==> src/rtl/alu_sequencer.sv <==
// Instruction sequencer: buffers 16-bit instructions in a FIFO, issues them one at a
// time to an external ALU, and writes results back into a four-entry register file.
module alu_sequencer #(
    parameter int unsigned DEPTH   = 4,
    parameter int unsigned ALU_LAT = 1
) (
    input  logic        clk,
    input  logic        rst_n,
    input  logic [15:0] instr_in,
    input  logic        instr_valid,
    output logic        instr_ready,
    input  logic        go,
    input  logic        clr_flags,
    output logic [15:0] alu_instruction,
    output logic [7:0]  alu_data0,
    output logic [7:0]  alu_data1,
    input  logic [7:0]  alu_result,
    input  logic        alu_zero,
    input  logic        alu_overflow,
    output logic [7:0]  result,
    output logic [1:0]  result_dest,
    output logic        result_valid,
    output logic        zero_flag,
    output logic        ovf_sticky,
    output logic        busy,
    output logic        halted
);

    localparam int unsigned AW = (DEPTH > 1) ? $clog2(DEPTH) : 1;
    localparam int unsigned CW = $clog2(DEPTH + 1);
    localparam int unsigned LW = 3;

    typedef enum logic [1:0] {
        S_IDLE = 2'd0,
        S_EXEC = 2'd1,
        S_WB   = 2'd2,
        S_HALT = 2'd3
    } state_t;

    state_t         r_state;
    logic [15:0]    r_mem [DEPTH];
    logic [AW-1:0]  r_wr_ptr;
    logic [AW-1:0]  r_rd_ptr;
    logic [CW-1:0]  r_count;
    logic [7:0]     r_regs [4];
    logic [LW-1:0]  r_lat_cnt;

    logic           r_instr_ready;
    logic [15:0]    r_alu_instruction;
    logic [7:0]     r_alu_data0;
    logic [7:0]     r_alu_data1;
    logic [7:0]     r_result;
    logic [1:0]     r_result_dest;
    logic           r_result_valid;
    logic           r_zero_flag;
    logic           r_ovf_sticky;
    logic           r_busy;
    logic           r_halted;

    logic           w_push;
    logic           w_pop;
    logic [CW-1:0]  w_count_nxt;
    logic [15:0]    w_head;
    logic [1:0]     w_mode;
    logic [7:0]     w_imm;
    logic [7:0]     w_src_a;
    logic [7:0]     w_src_b;
    logic [1:0]     w_wb_dest;

    // Pop only from IDLE, so operand reads always see the previous write-back.
    assign w_push      = instr_valid && r_instr_ready;
    assign w_pop       = (r_state == S_IDLE) && (r_count != '0);
    assign w_count_nxt = r_count + CW'(w_push) - CW'(w_pop);
    assign w_head      = r_mem[r_rd_ptr];
    assign w_mode      = w_head[9:8];
    assign w_imm       = w_head[7:0];
    assign w_src_a     = r_regs[w_head[13:12]];
    assign w_src_b     = (w_mode == 2'b00) ? w_imm : r_regs[w_imm[1:0]];
    assign w_wb_dest   = r_alu_instruction[11:10];

    assign instr_ready     = r_instr_ready;
    assign alu_instruction = r_alu_instruction;
    assign alu_data0       = r_alu_data0;
    assign alu_data1       = r_alu_data1;
    assign result          = r_result;
    assign result_dest     = r_result_dest;
    assign result_valid    = r_result_valid;
    assign zero_flag       = r_zero_flag;
    assign ovf_sticky      = r_ovf_sticky;
    assign busy            = r_busy;
    assign halted          = r_halted;

    // FIFO storage carries no reset; validity is tracked by r_count.
    always_ff @(posedge clk) begin
        if (w_push) begin
            r_mem[r_wr_ptr] <= instr_in;
        end
    end

    always_ff @(posedge clk or negedge rst_n) begin
        if (!rst_n) begin
            r_state           <= S_IDLE;
            r_wr_ptr          <= '0;
            r_rd_ptr          <= '0;
            r_count           <= '0;
            r_lat_cnt         <= '0;
            for (int i = 0; i < 4; i++) begin
                r_regs[i] <= '0;
            end
            r_instr_ready     <= 1'b1;
            r_alu_instruction <= '0;
            r_alu_data0       <= '0;
            r_alu_data1       <= '0;
            r_result          <= '0;
            r_result_dest     <= '0;
            r_result_valid    <= 1'b0;
            r_zero_flag       <= 1'b0;
            r_ovf_sticky      <= 1'b0;
            r_busy            <= 1'b0;
            r_halted          <= 1'b0;
        end else begin
            r_count       <= w_count_nxt;
            r_instr_ready <= (w_count_nxt != CW'(DEPTH));
            if (w_push) begin
                r_wr_ptr <= (r_wr_ptr == AW'(DEPTH - 1)) ? '0 : r_wr_ptr + AW'(1);
            end
            if (w_pop) begin
                r_rd_ptr <= (r_rd_ptr == AW'(DEPTH - 1)) ? '0 : r_rd_ptr + AW'(1);
            end
            if (clr_flags) begin
                r_ovf_sticky <= 1'b0;
            end

            case (r_state)
                S_IDLE: begin
                    if (w_pop) begin
                        if (w_mode == 2'b10) begin
                            r_state  <= S_HALT;
                            r_busy   <= 1'b1;
                            r_halted <= 1'b1;
                        end else if (w_mode != 2'b11) begin
                            r_alu_instruction <= w_head;
                            r_alu_data0       <= w_src_a;
                            r_alu_data1       <= w_src_b;
                            r_lat_cnt         <= LW'(ALU_LAT - 1);
                            r_state           <= S_EXEC;
                            r_busy            <= 1'b1;
                        end
                    end
                end
                S_EXEC: begin
                    if (r_lat_cnt == '0) begin
                        r_regs[w_wb_dest] <= alu_result;
                        r_result          <= alu_result;
                        r_result_dest     <= w_wb_dest;
                        r_zero_flag       <= alu_zero;
                        // A coincident overflow outranks clr_flags.
                        if (alu_overflow) begin
                            r_ovf_sticky <= 1'b1;
                        end
                        r_result_valid    <= 1'b1;
                        r_state           <= S_WB;
                    end else begin
                        r_lat_cnt <= r_lat_cnt - LW'(1);
                    end
                end
                S_WB: begin
                    r_result_valid <= 1'b0;
                    r_state        <= S_IDLE;
                    r_busy         <= 1'b0;
                end
                S_HALT: begin
                    if (go) begin
                        r_state  <= S_IDLE;
                        r_busy   <= 1'b0;
                        r_halted <= 1'b0;
                    end
                end
                default: begin
                    r_state <= S_IDLE;
                end
            endcase
        end
    end

endmodule

==> config.mk <==
export PLATFORM = sky130hd
export DESIGN_NAME = alu_sequencer
export DESIGN_NICKNAME = d
export VERILOG_FILES = /design/src/rtl/alu_sequencer.sv
export SDC_FILE = /design/constraint.sdc
export NUM_CORES = 1
export LEC_CHECK = 0
export CAP_MARGIN = 5
export CORE_MARGIN = 5
export CORE_UTILIZATION = 50
export CTS_CLUSTER_DIAMETER = 50
export DETAILED_ROUTE_END_ITERATION = 6
export GPL_ROUTABILITY_DRIVEN = 0
export PLACE_DENSITY = 0.73
export SLEW_MARGIN = 10
export SYNTH_ARGS = -nofsm -noshare
export SYNTH_HDL_FRONTEND = slang
export SYNTH_SLANG_ARGS = --single-unit
==> constraint.sdc <==
create_clock -name clk -period 3.16 [get_ports clk]
set_clock_uncertainty 0.1 [all_clocks]
set_input_delay 0.316 -clock clk [delete_from_list [all_inputs] [get_ports clk]]
set_output_delay 0.316 -clock clk [all_outputs]
set_load 0.02 [all_outputs]
Word level (Yosys, flattened, before mapping)
Memory sizes are Yosys's and may differ from the RTL's.
Cells that the tools add are included.

cells by class
  add/subtract/negate cells = 5
  multipliers = 0
  div/mod/pow operators = 0
  $lt $le $gt $ge = 4
  eq/ne operators = 16
  shifts and indexed selects = 0
  mux-type cells = 39
  bitwise operators = 4
  reduce and logical (&&, ||, !) cells = 18

operators by type and width
  operator             number
  $mux 8               6
  $bmux 8 s2           2
  $bwmux 32            1
  $demux 8 s2          1
  $reduce_and 4->1     4
  $mux 2               7
  $mux 1               13
  $mux 3               4
  $ne 2x2->1 const B   6
  $eq 2x2->1 const B   5
  $ge 3x3->1 const B   3
  $not 2->3            3
  $pmux 2 s4           1
  $pmux 3 s2           1
  $reduce_bool 2->1    3
  $reduce_bool 3->1    2
  $reduce_and 5->1     1
  $add 2x1->2 const B  2
  $logic_not 2->1      2
  $ne 2x1->1 const B   2
  $pmux 1 s2           2
  $reduce_and 2->1     2
  $add 3x1->3          1
  $logic_and 1x1->1    3
  9 further kinds      9

word-level totals
  flip-flop bits (word level) = 92
  latch bits = 0
  bits in writable memories = 64
  bits in read-only memories = 0
  bits of input ports = 31
  word-level logic and storage cells = 107
  memories = 1

memories
  memory  depth  width  rd ports  clocked after Yosys merged registers in  wr ports  RTL line  source
  r_mem   4      16     1         0                                        1         41        logic [15:0] r_mem [DEPTH];

Depth between registers and ports, before layout
Gate-level depths: netlist of run 1.

  word-level depth = 6
  gate-level depth with buffers = 11
  depth with buffers taken out = 9

Worst setup path after synthesis of run 1
No wires, ideal clock.

  path kind = reg2reg
  from = register r_count[1]
  to = register r_instr_ready (netlist: instr_ready)
  arrival time = 2.157 ns
  data required time = 2.977 ns
  path slack = 0.821 ns
  cell stages (with the launch flop) = 11
  path buffers = 1
  period minus slack after synthesis = 2.339 ns
  cell sequence = dfrtp_1 > nor3_1 > nand2b_1 > clkbuf_1 > inv_1 > ha_1 > inv_1 > ha_1 > fa_1 > xnor2_1 > nand2_1

between the ends
  word-level cells in the longest chain between the ends = 4
  elaborated cells on any way between the ends = 5
  those cells by class = add/sub: 2; eq/ne: 1; reduce/logical: 2

ends and longest elaborated chain
  what                      RTL line  source
  start, declared           44        logic [CW-1:0] r_count;
  start signal, assigned    122       r_count <= w_count_nxt;
  $reduce_bool 3->1         72        assign w_pop = (r_state == S_IDLE) && (r_count != '0);
  $logic_and 1x1->1         72
  named net w_pop           61        logic w_pop;
  $sub 3x1->3               73        assign w_count_nxt = r_count + CW'(w_push) - CW'(w_pop);
  named net w_count_nxt[2]  62        logic [CW-1:0] w_count_nxt;
  $ne 3x3->1                123       r_instr_ready <= (w_count_nxt != CW'(DEPTH));
  end signal, assigned      123
  end, declared             48        logic r_instr_ready;

The timed path passes the listed nets, and every way through them passes these cells.
A chain may end at the register's enable or synchronous reset.

Worst setup path after layout of run 1
Same ends and word-level chain as after synthesis.

==> report_table.html, run 1 <==
<table>
<tr><th>Metric</th><th>Value</th></tr>
<tr><th colspan="2">Timing</th></tr>
<tr><td>Final-report setup violation count</td><td>0</td></tr>
<tr><td>Tcrit/Tclk final</td><td>around 85%</td></tr>
<tr><td>Sum of negative setup slack</td><td>0 ns</td></tr>
<tr><td>Achievable Freq</td><td>0.374 GHz</td></tr>
<tr><td>Worst slew margin</td><td>a little over two fifths</td></tr>
<tr><td>Min cycle time layout</td><td>~2.7 ns</td></tr>
<tr><td>Setup repair after global routing missed its margin</td><td>false</td></tr>
<tr><td>Final max-slew violation count</td><td>0</td></tr>
<tr><td>Hold violation total from the final report</td><td>0</td></tr>
<tr><td>Worst slack on hold paths</td><td>0.364 ns</td></tr>
<tr><td>Least-Margin Pin Slew</td><td>0.850 ns</td></tr>
<tr><th colspan="2">Global routing</th></tr>
<tr><td>Overall routing resource usage</td><td>18.5%</td></tr>
<tr><td>Largest net degree at the start of global routing</td><td>69</td></tr>
<tr><td>Remaining Overflow, GRT</td><td>0</td></tr>
<tr><td>First-pass GRT wire length</td><td>21100 um</td></tr>
<tr><td>Number of global-route vias before repair</td><td>3987</td></tr>
<tr><td>Number of antenna violations at the first check in global routing</td><td>0</td></tr>
<tr><th colspan="2">Worst setup path</th></tr>
<tr><td>Source of the critical timing path</td><td>r_count[1]</td></tr>
<tr><td>Reg2Reg Setup Slack</td><td>0.48 ns</td></tr>
<tr><td>Arrival time worst endpoint</td><td>2.92 ns</td></tr>
<tr><td>Worst path buffer plus inverter count</td><td>2</td></tr>
<tr><td>Crit start category</td><td>register</td></tr>
<tr><td>Critical Path Sink Type</td><td>register</td></tr>
<tr><td>Cells along the critical path</td><td>nor3_1 -&gt; nand2b_1 -&gt; inv_1 -&gt; ha_1 -&gt; inv_1 -&gt; ha_1 -&gt; fa_1 -&gt; xnor2_1 -&gt; nand2_1</td></tr>
<tr><td>Worst-path cell with the longest stage delay</td><td>sky130_fd_sc_hd__nor3_1</td></tr>
<tr><td>Delay of the slowest cell on the worst path</td><td>between 0.4 and 0.5 ns</td></tr>
<tr><td>Required time at the worst-slack endpoint</td><td>3.40 ns</td></tr>
<tr><td>Dominant delay contributor by cell family on the critical path</td><td>simple AND/OR/NAND/NOR gates</td></tr>
<tr><td>Max FO, Critical Path</td><td>7</td></tr>
<tr><td>Setup CP Type</td><td>reg -&gt; reg</td></tr>
<tr><td>Start of the worst register-to-register path</td><td>r_count[1]</td></tr>
<tr><th colspan="2">Cells and area</th></tr>
<tr><td>Share of final-layout standard cells stronger than drive strength 1</td><td>23.9%</td></tr>
<tr><td>Relative area change from synthesis to final layout</td><td>24.5%</td></tr>
<tr><td>Antenna fix cells</td><td>0</td></tr>
<tr><td>Total Nets Final</td><td>560</td></tr>
<tr><td>Finished Layout Cells</td><td>between 700 and 800</td></tr>
<tr><th colspan="2">Detailed routing</th></tr>
<tr><td>Antenna Nets Post-Route</td><td>0</td></tr>
<tr><td>DRT Pass-1 Iters</td><td>4</td></tr>
<tr><td>Wire length after detailed routing</td><td>13000 um</td></tr>
<tr><td>Remaining DRCs</td><td>0</td></tr>
<tr><td>Per-cell via count in the routed design</td><td>5.40</td></tr>
<tr><td>Post-detailed-route wirelength per cell</td><td>18.5 um</td></tr>
<tr><td>Initial detailed-routing violation count</td><td>around 270</td></tr>
<tr><td>Via count</td><td>3803</td></tr>
<tr><th colspan="2">Logic synthesis</th></tr>
<tr><td>Synthesized instance count</td><td>434</td></tr>
<tr><td>Mean area per synthesized cell</td><td>around 15 um2</td></tr>
<tr><td>Post-synthesis sequential element count</td><td>156</td></tr>
<tr><td>Netlist area before placement</td><td>6470 um2</td></tr>
<tr><td>Number of enable flip-flop cells after synthesis</td><td>64</td></tr>
<tr><td>FFs w/ async S/R, synth</td><td>59.0%</td></tr>
<tr><td>Cell taking the most area after synthesis</td><td>sky130_fd_sc_hd__dfrtp_1</td></tr>
<tr><td>Part of the Yosys area used for sequential elements</td><td>between 60% and 70%</td></tr>
<tr><td>Number of warning messages in the yosys log</td><td>0</td></tr>
<tr><td>Cell types with the largest area share after synthesis</td><td>sky130_fd_sc_hd__dfrtp_1, sky130_fd_sc_hd__edfxtp_1, sky130_fd_sc_hd__mux2_2</td></tr>
<tr><td>Nets in the synthesized netlist</td><td>475</td></tr>
<tr><td>Distinct cell type count after synthesis</td><td>43</td></tr>
<tr><td>Area fraction of the dominant cell type after synthesis</td><td>35.2%</td></tr>
<tr><td>Most common cell in the synthesized netlist</td><td>sky130_fd_sc_hd__dfrtp_1</td></tr>
<tr><td>Ys flop type</td><td>sky130_fd_sc_hd__dfrtp_1</td></tr>
<tr><td>Commonest cells in the synthesized netlist</td><td>sky130_fd_sc_hd__dfrtp_1, sky130_fd_sc_hd__nand2_1, sky130_fd_sc_hd__edfxtp_1, sky130_fd_sc_hd__mux2_2, sky130_fd_sc_hd__mux4_2</td></tr>
<tr><th colspan="2">Power</th></tr>
<tr><td>Power density of the placed cells</td><td>1110 nW/um2</td></tr>
<tr><td>Leakage Power</td><td>about 3.2 nW</td></tr>
<tr><td>Worst IR Drop VDD</td><td>0.000498 V</td></tr>
<tr><th colspan="2">Placed design</th></tr>
<tr><td>Cell total after placement</td><td>between 600 and 700</td></tr>
<tr><td>I/O Buffers</td><td>78</td></tr>
<tr><td>Total half-perimeter wirelength after legalization and detailed placement</td><td>approximately 9000 um</td></tr>
<tr><th colspan="2">Floorplanning</th></tr>
<tr><td>Vertical die dimension</td><td>124 um</td></tr>
<tr><td>I/O Pins</td><td>79</td></tr>
<tr><td>Core footprint</td><td>12700 um2</td></tr>
<tr><td>Chip Width</td><td>124 um</td></tr>
<tr><td>Row cnt</td><td>41</td></tr>
<tr><td>Effective utilization at floorplan</td><td>roughly 51%</td></tr>
<tr><td>Die area</td><td>15300 um2</td></tr>
<tr><th colspan="2">CTS</th></tr>
<tr><td>CTS buffer count</td><td>17</td></tr>
<tr><td>Clk Tree Root Cell</td><td>sky130_fd_sc_hd__clkbuf_16</td></tr>
<tr><td>Clock slew at reported path FFs</td><td>0.06 ns</td></tr>
<tr><td>Deepest level of the CTS H-tree</td><td>4</td></tr>
<tr><td>Clock tree from TritonCTS</td><td>yes</td></tr>
<tr><td>Maximum buffer depth of the clock tree</td><td>2</td></tr>
<tr><td>Clock tree sinks</td><td>156</td></tr>
<tr><td>Clock latency on the worst-skew pair</td><td>0.42 ns</td></tr>
<tr><th colspan="2">Worst hold path</th></tr>
<tr><td>Worst hold start</td><td>clr_flags</td></tr>
<tr><td>Class of the tightest hold or removal check</td><td>in -&gt; reg</td></tr>
<tr><th colspan="2">Run</th></tr>
<tr><td>MaxCap Viol Count</td><td>0</td></tr>
<tr><th colspan="2">Run status</th></tr>
<tr><td>Result of the run</td><td>finished, final reports clean</td></tr>
</table>
==> cell usage in the layout (no fill, tap or decap), drive strengths merged, types with 15 or more instances in the layout <==
cell type and n:
dfrtp 91, nand2 81, clkdlybuf4s50 77, edfxtp 64, mux2 54, mux4 25
clkbuf 21, inv 17, o21ai 15
==> worst paths after layout <==
kind,end,cells past startpoint
worst min register to register,alu_data0[7],2
worst max register to register,instr_ready,9
max in group asynchronous,alu_instruction[13],3
worst max-delay path,instr_ready,9
worst min-delay path,ovf_sticky,2
min in group asynchronous,alu_instruction[1],2
==> layout make-up <==
cell class / instances / area (um2)
inverters: 12 / 45.0
repair buffers: 87 / 848
multi-input cells: 245 / 2120
flip-flops and latches: 156 / 4230
clock inverters: 11 / 100
fillers: 949 / 4610
clock buffers: 21 / 503
well taps: 172 / 215
==> metrics by stage <==
step                      setup WS (ns)  utilization (%)  power, mW  instance area, um2
final                             0.484             63.6       8.92                8060
after global routing              0.296             63.6       9.50                8060
after CTS                         0.498             63.6       9.03                8060
after detailed placement          0.466             58.8       7.00                7450
after global placement            0.590             58.8       6.87                7450
after floorplan                   0.821                -       5.68                6470
==> kinds of logic after synthesis <==
kind of cell,share of synthesized area (%)
XOR/XNOR,0.271
buffers and inverters,2.07
multiplexers,19.0
AO/OA/AOI/OAI,3.88
adder cells (fa/ha/maj),2.05
AND/OR/NAND/NOR,7.46
flip-flops,65.3
==> flip-flops by register name, indices dropped and copies added (netlist names) <==
name,cells
r_rd_ptr,2
alu_data1,8
r_count,3
result,8
alu_instruction,16
halted,1
result_dest,2
result_valid,1
r_regs,32
busy,1
zero_flag,1
instr_ready,1
ovf_sticky,1
alu_data0,8
r_mem,64
r_state,2
r_lat_cnt,3
r_wr_ptr,2
==> per-layer routing <==
metal | share of wire [%] | GRT usage (%)
met5 | 0 | 0
met3 | 6.6 | 4.86
met4 | 1.3 | 5.61
met2 | 50 | 30.2
met1 | 42 | 24.4
==> where the power goes <==
| group | total [mW] | internal [mW] | switching (mW) | leakage [nW] |
|---|---|---|---|---|
| registers | 3.36 | 2.87 | 0.495 | 1.69 |
| logic | 3.54 | 1.76 | 1.78 | 1.25 |
| clock network | 2.02 | 1.22 | 0.796 | 0.297 |
==> what timing repair did <==
action,CTS,global route
hold buffers,1,0
endpoints found under the setup margin,0,0
hold endpoints to repair,65,0
buffers inserted,0,0
resized for setup,0,0
(Power assumes the default switching activity.)
==> run 2, diff against run 1 <==
clock period = 2.7 ns   (was 3.16 ns; I/O delays follow)
==> run 2 against run 1 <==
  * Utilization grew 0.35 points
  * Via count grew 2.3%
  * Sequential cell count is the same
  * Sequential share of layout area shrank 0.28 points
  * Non-clock buffer count grew 13
  * Register-to-register slack lost 0.31 ns
  * Combinational power grew 25%
  * Routed wire length grew 4.8%
  * Maximum frequency grew 5.8%
  * Final cell count grew 1.8%
  * Critical path type unchanged
  * Largest cell class unchanged
==> report_table.html, run 2 (synthesis results as in run 1) <==
<table>
<tr><th>Metric</th><th>Value</th></tr>
<tr><th colspan="2">Run status</th></tr>
<tr><td>Result of the run</td><td>finished, final reports clean</td></tr>
<tr><th colspan="2">Timing</th></tr>
<tr><td>Achievable Freq</td><td>0.396 GHz</td></tr>
<tr><td>Least-Margin Pin Slew</td><td>0.918 ns</td></tr>
<tr><td>Worst slew margin</td><td>38.8%</td></tr>
<tr><td>Setup repair after global routing missed its margin</td><td>false</td></tr>
<tr><td>Hold violation total from the final report</td><td>0</td></tr>
<tr><td>Setup ws final</td><td>0.172 ns</td></tr>
<tr><td>Final-report setup violation count</td><td>0</td></tr>
<tr><td>Min cycle time layout</td><td>between 2 and 3 ns</td></tr>
<tr><td>Sum of negative setup slack</td><td>0 ns</td></tr>
<tr><td>Final max-slew violation count</td><td>0</td></tr>
<tr><td>Tcrit/Tclk final</td><td>93.6%</td></tr>
<tr><td>Worst slack on hold paths</td><td>0.327 ns</td></tr>
<tr><th colspan="2">Global routing</th></tr>
<tr><td>Largest net degree at the start of global routing</td><td>73</td></tr>
<tr><td>Number of global-route vias before repair</td><td>4063</td></tr>
<tr><td>Remaining Overflow, GRT</td><td>0</td></tr>
<tr><td>Overall routing resource usage</td><td>19.6%</td></tr>
<tr><td>Number of antenna violations at the first check in global routing</td><td>0</td></tr>
<tr><td>First-pass GRT wire length</td><td>roughly 22000 um</td></tr>
<tr><th colspan="2">Worst setup path</th></tr>
<tr><td>Critical Path Sink Type</td><td>register</td></tr>
<tr><td>Number of cells on the worst reg-to-reg path</td><td>9</td></tr>
<tr><td>Required time at the worst-slack endpoint</td><td>2.94 ns</td></tr>
<tr><td>Dominant delay contributor by cell family on the critical path</td><td>adder cells</td></tr>
<tr><td>Max FO, Critical Path</td><td>4</td></tr>
<tr><td>Cells along the critical path</td><td>nor3_1 -&gt; nand2b_1 -&gt; inv_1 -&gt; ha_1 -&gt; inv_1 -&gt; ha_1 -&gt; fa_1 -&gt; xnor2_1 -&gt; nand2_1</td></tr>
<tr><td>Worst path buffer plus inverter count</td><td>2</td></tr>
<tr><td>Stages on worst setup path</td><td>9</td></tr>
<tr><td>Crit start category</td><td>register</td></tr>
<tr><td>Worst-path cell with the longest stage delay</td><td>sky130_fd_sc_hd__nor3_1</td></tr>
<tr><td>Setup CP Type</td><td>reg -&gt; reg</td></tr>
<tr><td>Arrival time worst endpoint</td><td>approximately 2.8 ns</td></tr>
<tr><td>Delay of the slowest cell on the worst path</td><td>0.49 ns</td></tr>
<tr><th colspan="2">Floorplanning</th></tr>
<tr><td>Effective utilization at floorplan</td><td>51.1%</td></tr>
<tr><td>Vertical die dimension</td><td>approximately 120 um</td></tr>
<tr><td>Chip Width</td><td>124 um</td></tr>
<tr><td>Die area</td><td>15300 um2</td></tr>
<tr><td>I/O Pins</td><td>79</td></tr>
<tr><td>Core footprint</td><td>12700 um2</td></tr>
<tr><td>Row cnt</td><td>41</td></tr>
<tr><th colspan="2">Power</th></tr>
<tr><td>Portion of total power attributed to combinational logic</td><td>42.2%</td></tr>
<tr><td>Sw Ratio</td><td>about a third</td></tr>
<tr><td>Leakage Power</td><td>3.26 nW</td></tr>
<tr><td>Fraction of power consumed by the clock network</td><td>20.6%</td></tr>
<tr><td>Total chip power</td><td>10.4 mW</td></tr>
<tr><td>Power density of the placed cells</td><td>1290 nW/um2</td></tr>
<tr><td>Worst IR Drop VDD</td><td>0.000517 V</td></tr>
<tr><td>Internal power</td><td>6.79 mW</td></tr>
<tr><td>Proportion of power drawn by flip-flops and latches</td><td>37.1%</td></tr>
<tr><td>Total net switching power</td><td>3.64 mW</td></tr>
<tr><th colspan="2">Detailed routing</th></tr>
<tr><td>DRT Pass-1 Iters</td><td>4</td></tr>
<tr><td>Initial detailed-routing violation count</td><td>286</td></tr>
<tr><td>Via count</td><td>3890</td></tr>
<tr><td>Post-detailed-route wirelength per cell</td><td>19.0 um</td></tr>
<tr><td>Wire length after detailed routing</td><td>approximately 14000 um</td></tr>
<tr><td>Antenna Nets Post-Route</td><td>0</td></tr>
<tr><td>Per-cell via count in the routed design</td><td>5.43</td></tr>
<tr><td>Remaining DRCs</td><td>0</td></tr>
<tr><th colspan="2">Placed design</th></tr>
<tr><td>Total half-perimeter wirelength after legalization and detailed placement</td><td>9340 um</td></tr>
<tr><td>Cell total after placement</td><td>684</td></tr>
<tr><td>Total cell area at the placement stage</td><td>7560 um2</td></tr>
<tr><td>I/O Buffers</td><td>78</td></tr>
<tr><td>Setup WS pre-CTS</td><td>0.218 ns</td></tr>
<tr><th colspan="2">CTS</th></tr>
<tr><td>Clock slew at reported path FFs</td><td>0.06 ns</td></tr>
<tr><td>Clock tree from TritonCTS</td><td>yes</td></tr>
<tr><td>Clk Tree Root Cell</td><td>sky130_fd_sc_hd__clkbuf_16</td></tr>
<tr><td>Deepest level of the CTS H-tree</td><td>4</td></tr>
<tr><td>Clock latency on the worst-skew pair</td><td>between 0.4 and 0.5 ns</td></tr>
<tr><td>Maximum buffer depth of the clock tree</td><td>2</td></tr>
<tr><td>PostCTS Resize Cnt</td><td>0</td></tr>
<tr><td>CTS buffer count</td><td>17</td></tr>
<tr><td>Clock tree sinks</td><td>between 150 and 200</td></tr>
<tr><th colspan="2">Cells and area</th></tr>
<tr><td>Area of the multi-input gates</td><td>2120 um2</td></tr>
<tr><td>Antenna fix cells</td><td>0</td></tr>
<tr><td>Flip-flop count of the largest register, all copies and words added</td><td>64</td></tr>
<tr><td>Share of final-layout standard cells stronger than drive strength 1</td><td>~25%</td></tr>
<tr><td>Final Instance Area</td><td>8100 um2</td></tr>
<tr><td>Highest-count cells in the layout ignoring fill and taps</td><td>sky130_fd_sc_hd__dfrtp_1, sky130_fd_sc_hd__nand2_1, sky130_fd_sc_hd__clkdlybuf4s50_1</td></tr>
<tr><td>Most common cell after layout, fill and taps aside</td><td>sky130_fd_sc_hd__dfrtp_1</td></tr>
<tr><td>Finished Layout Cells</td><td>717</td></tr>
<tr><td>Total Nets Final</td><td>573</td></tr>
<tr><td>Most flops, register</td><td>r_mem</td></tr>
<tr><td>Relative area change from synthesis to final layout</td><td>25.1%</td></tr>
<tr><td>Count of filler cells inserted in the layout</td><td>936</td></tr>
<tr><td>Footprint of the flip-flops and latches</td><td>4230 um2</td></tr>
<tr><td>Finished Core Util</td><td>63.9%</td></tr>
<tr><th colspan="2">Worst hold path</th></tr>
<tr><td>Class of the tightest hold or removal check</td><td>in -&gt; reg</td></tr>
<tr><td>Worst Hold Path Cells</td><td>3</td></tr>
<tr><th colspan="2">Run</th></tr>
<tr><td>MaxCap Viol Count</td><td>0</td></tr>
</table>
-- run 2: power by group through the flow --
stage / Clock, mW / Combinational [mW] / Sequential [mW]
after global routing: 2.32 / 4.79 / 3.98
final: 2.15 / 4.41 / 3.87
after detailed placement: 0 / 4.44 / 3.92
after CTS: 2.20 / 4.46 / 3.87
after global placement: 0 / 4.33 / 3.87
after floorplan: 0 / 2.51 / 4.14
-- run 2: worst paths after layout --
kind | startpoint | endpoint | slack (ns)
max | r_count[1] | instr_ready | 0.17
min | alu_overflow | ovf_sticky | 0.33
max reg2reg | r_count[1] | instr_ready | 0.17
min reg2reg | alu_data0[2] | alu_data0[2] | 0.37
max in group asynchronous | rst_n | r_regs[28] | 1.34
min in group asynchronous | rst_n | alu_instruction[9] | 0.43
-- run 2: routing by layer --
layer / share of wire [%] / GRT usage (%)
met3: 4.8 / 5.13
met1: 44 / 25.4
met2: 50 / 32.0
met4: 2.1 / 7.13
met5: 0 / 0
-- run 2: layout make-up --
class	instances	area share (%)
Inverter	12	0.556
Tap cell	172	2.66
Multi-Input combinational cell	245	26.2
Clock inverter	12	1.24
Clock buffer	20	5.39
Timing Repair Buffer	100	11.8
Sequential cell	156	52.1
-- run 2: timing repair --
action | in CTS | in global routing
endpoints found under the hold margin | 69 | 0
hold buffers | 1 | 0
setup buffers | 0 | 0
-- run 2: worst min-delay path, cell delays in order --
cell and delay, ns:
sky130_fd_sc_hd__clkdlybuf4s50_1 0.39, sky130_fd_sc_hd__nand2_1 0.05, sky130_fd_sc_hd__o21ai_0 0.08
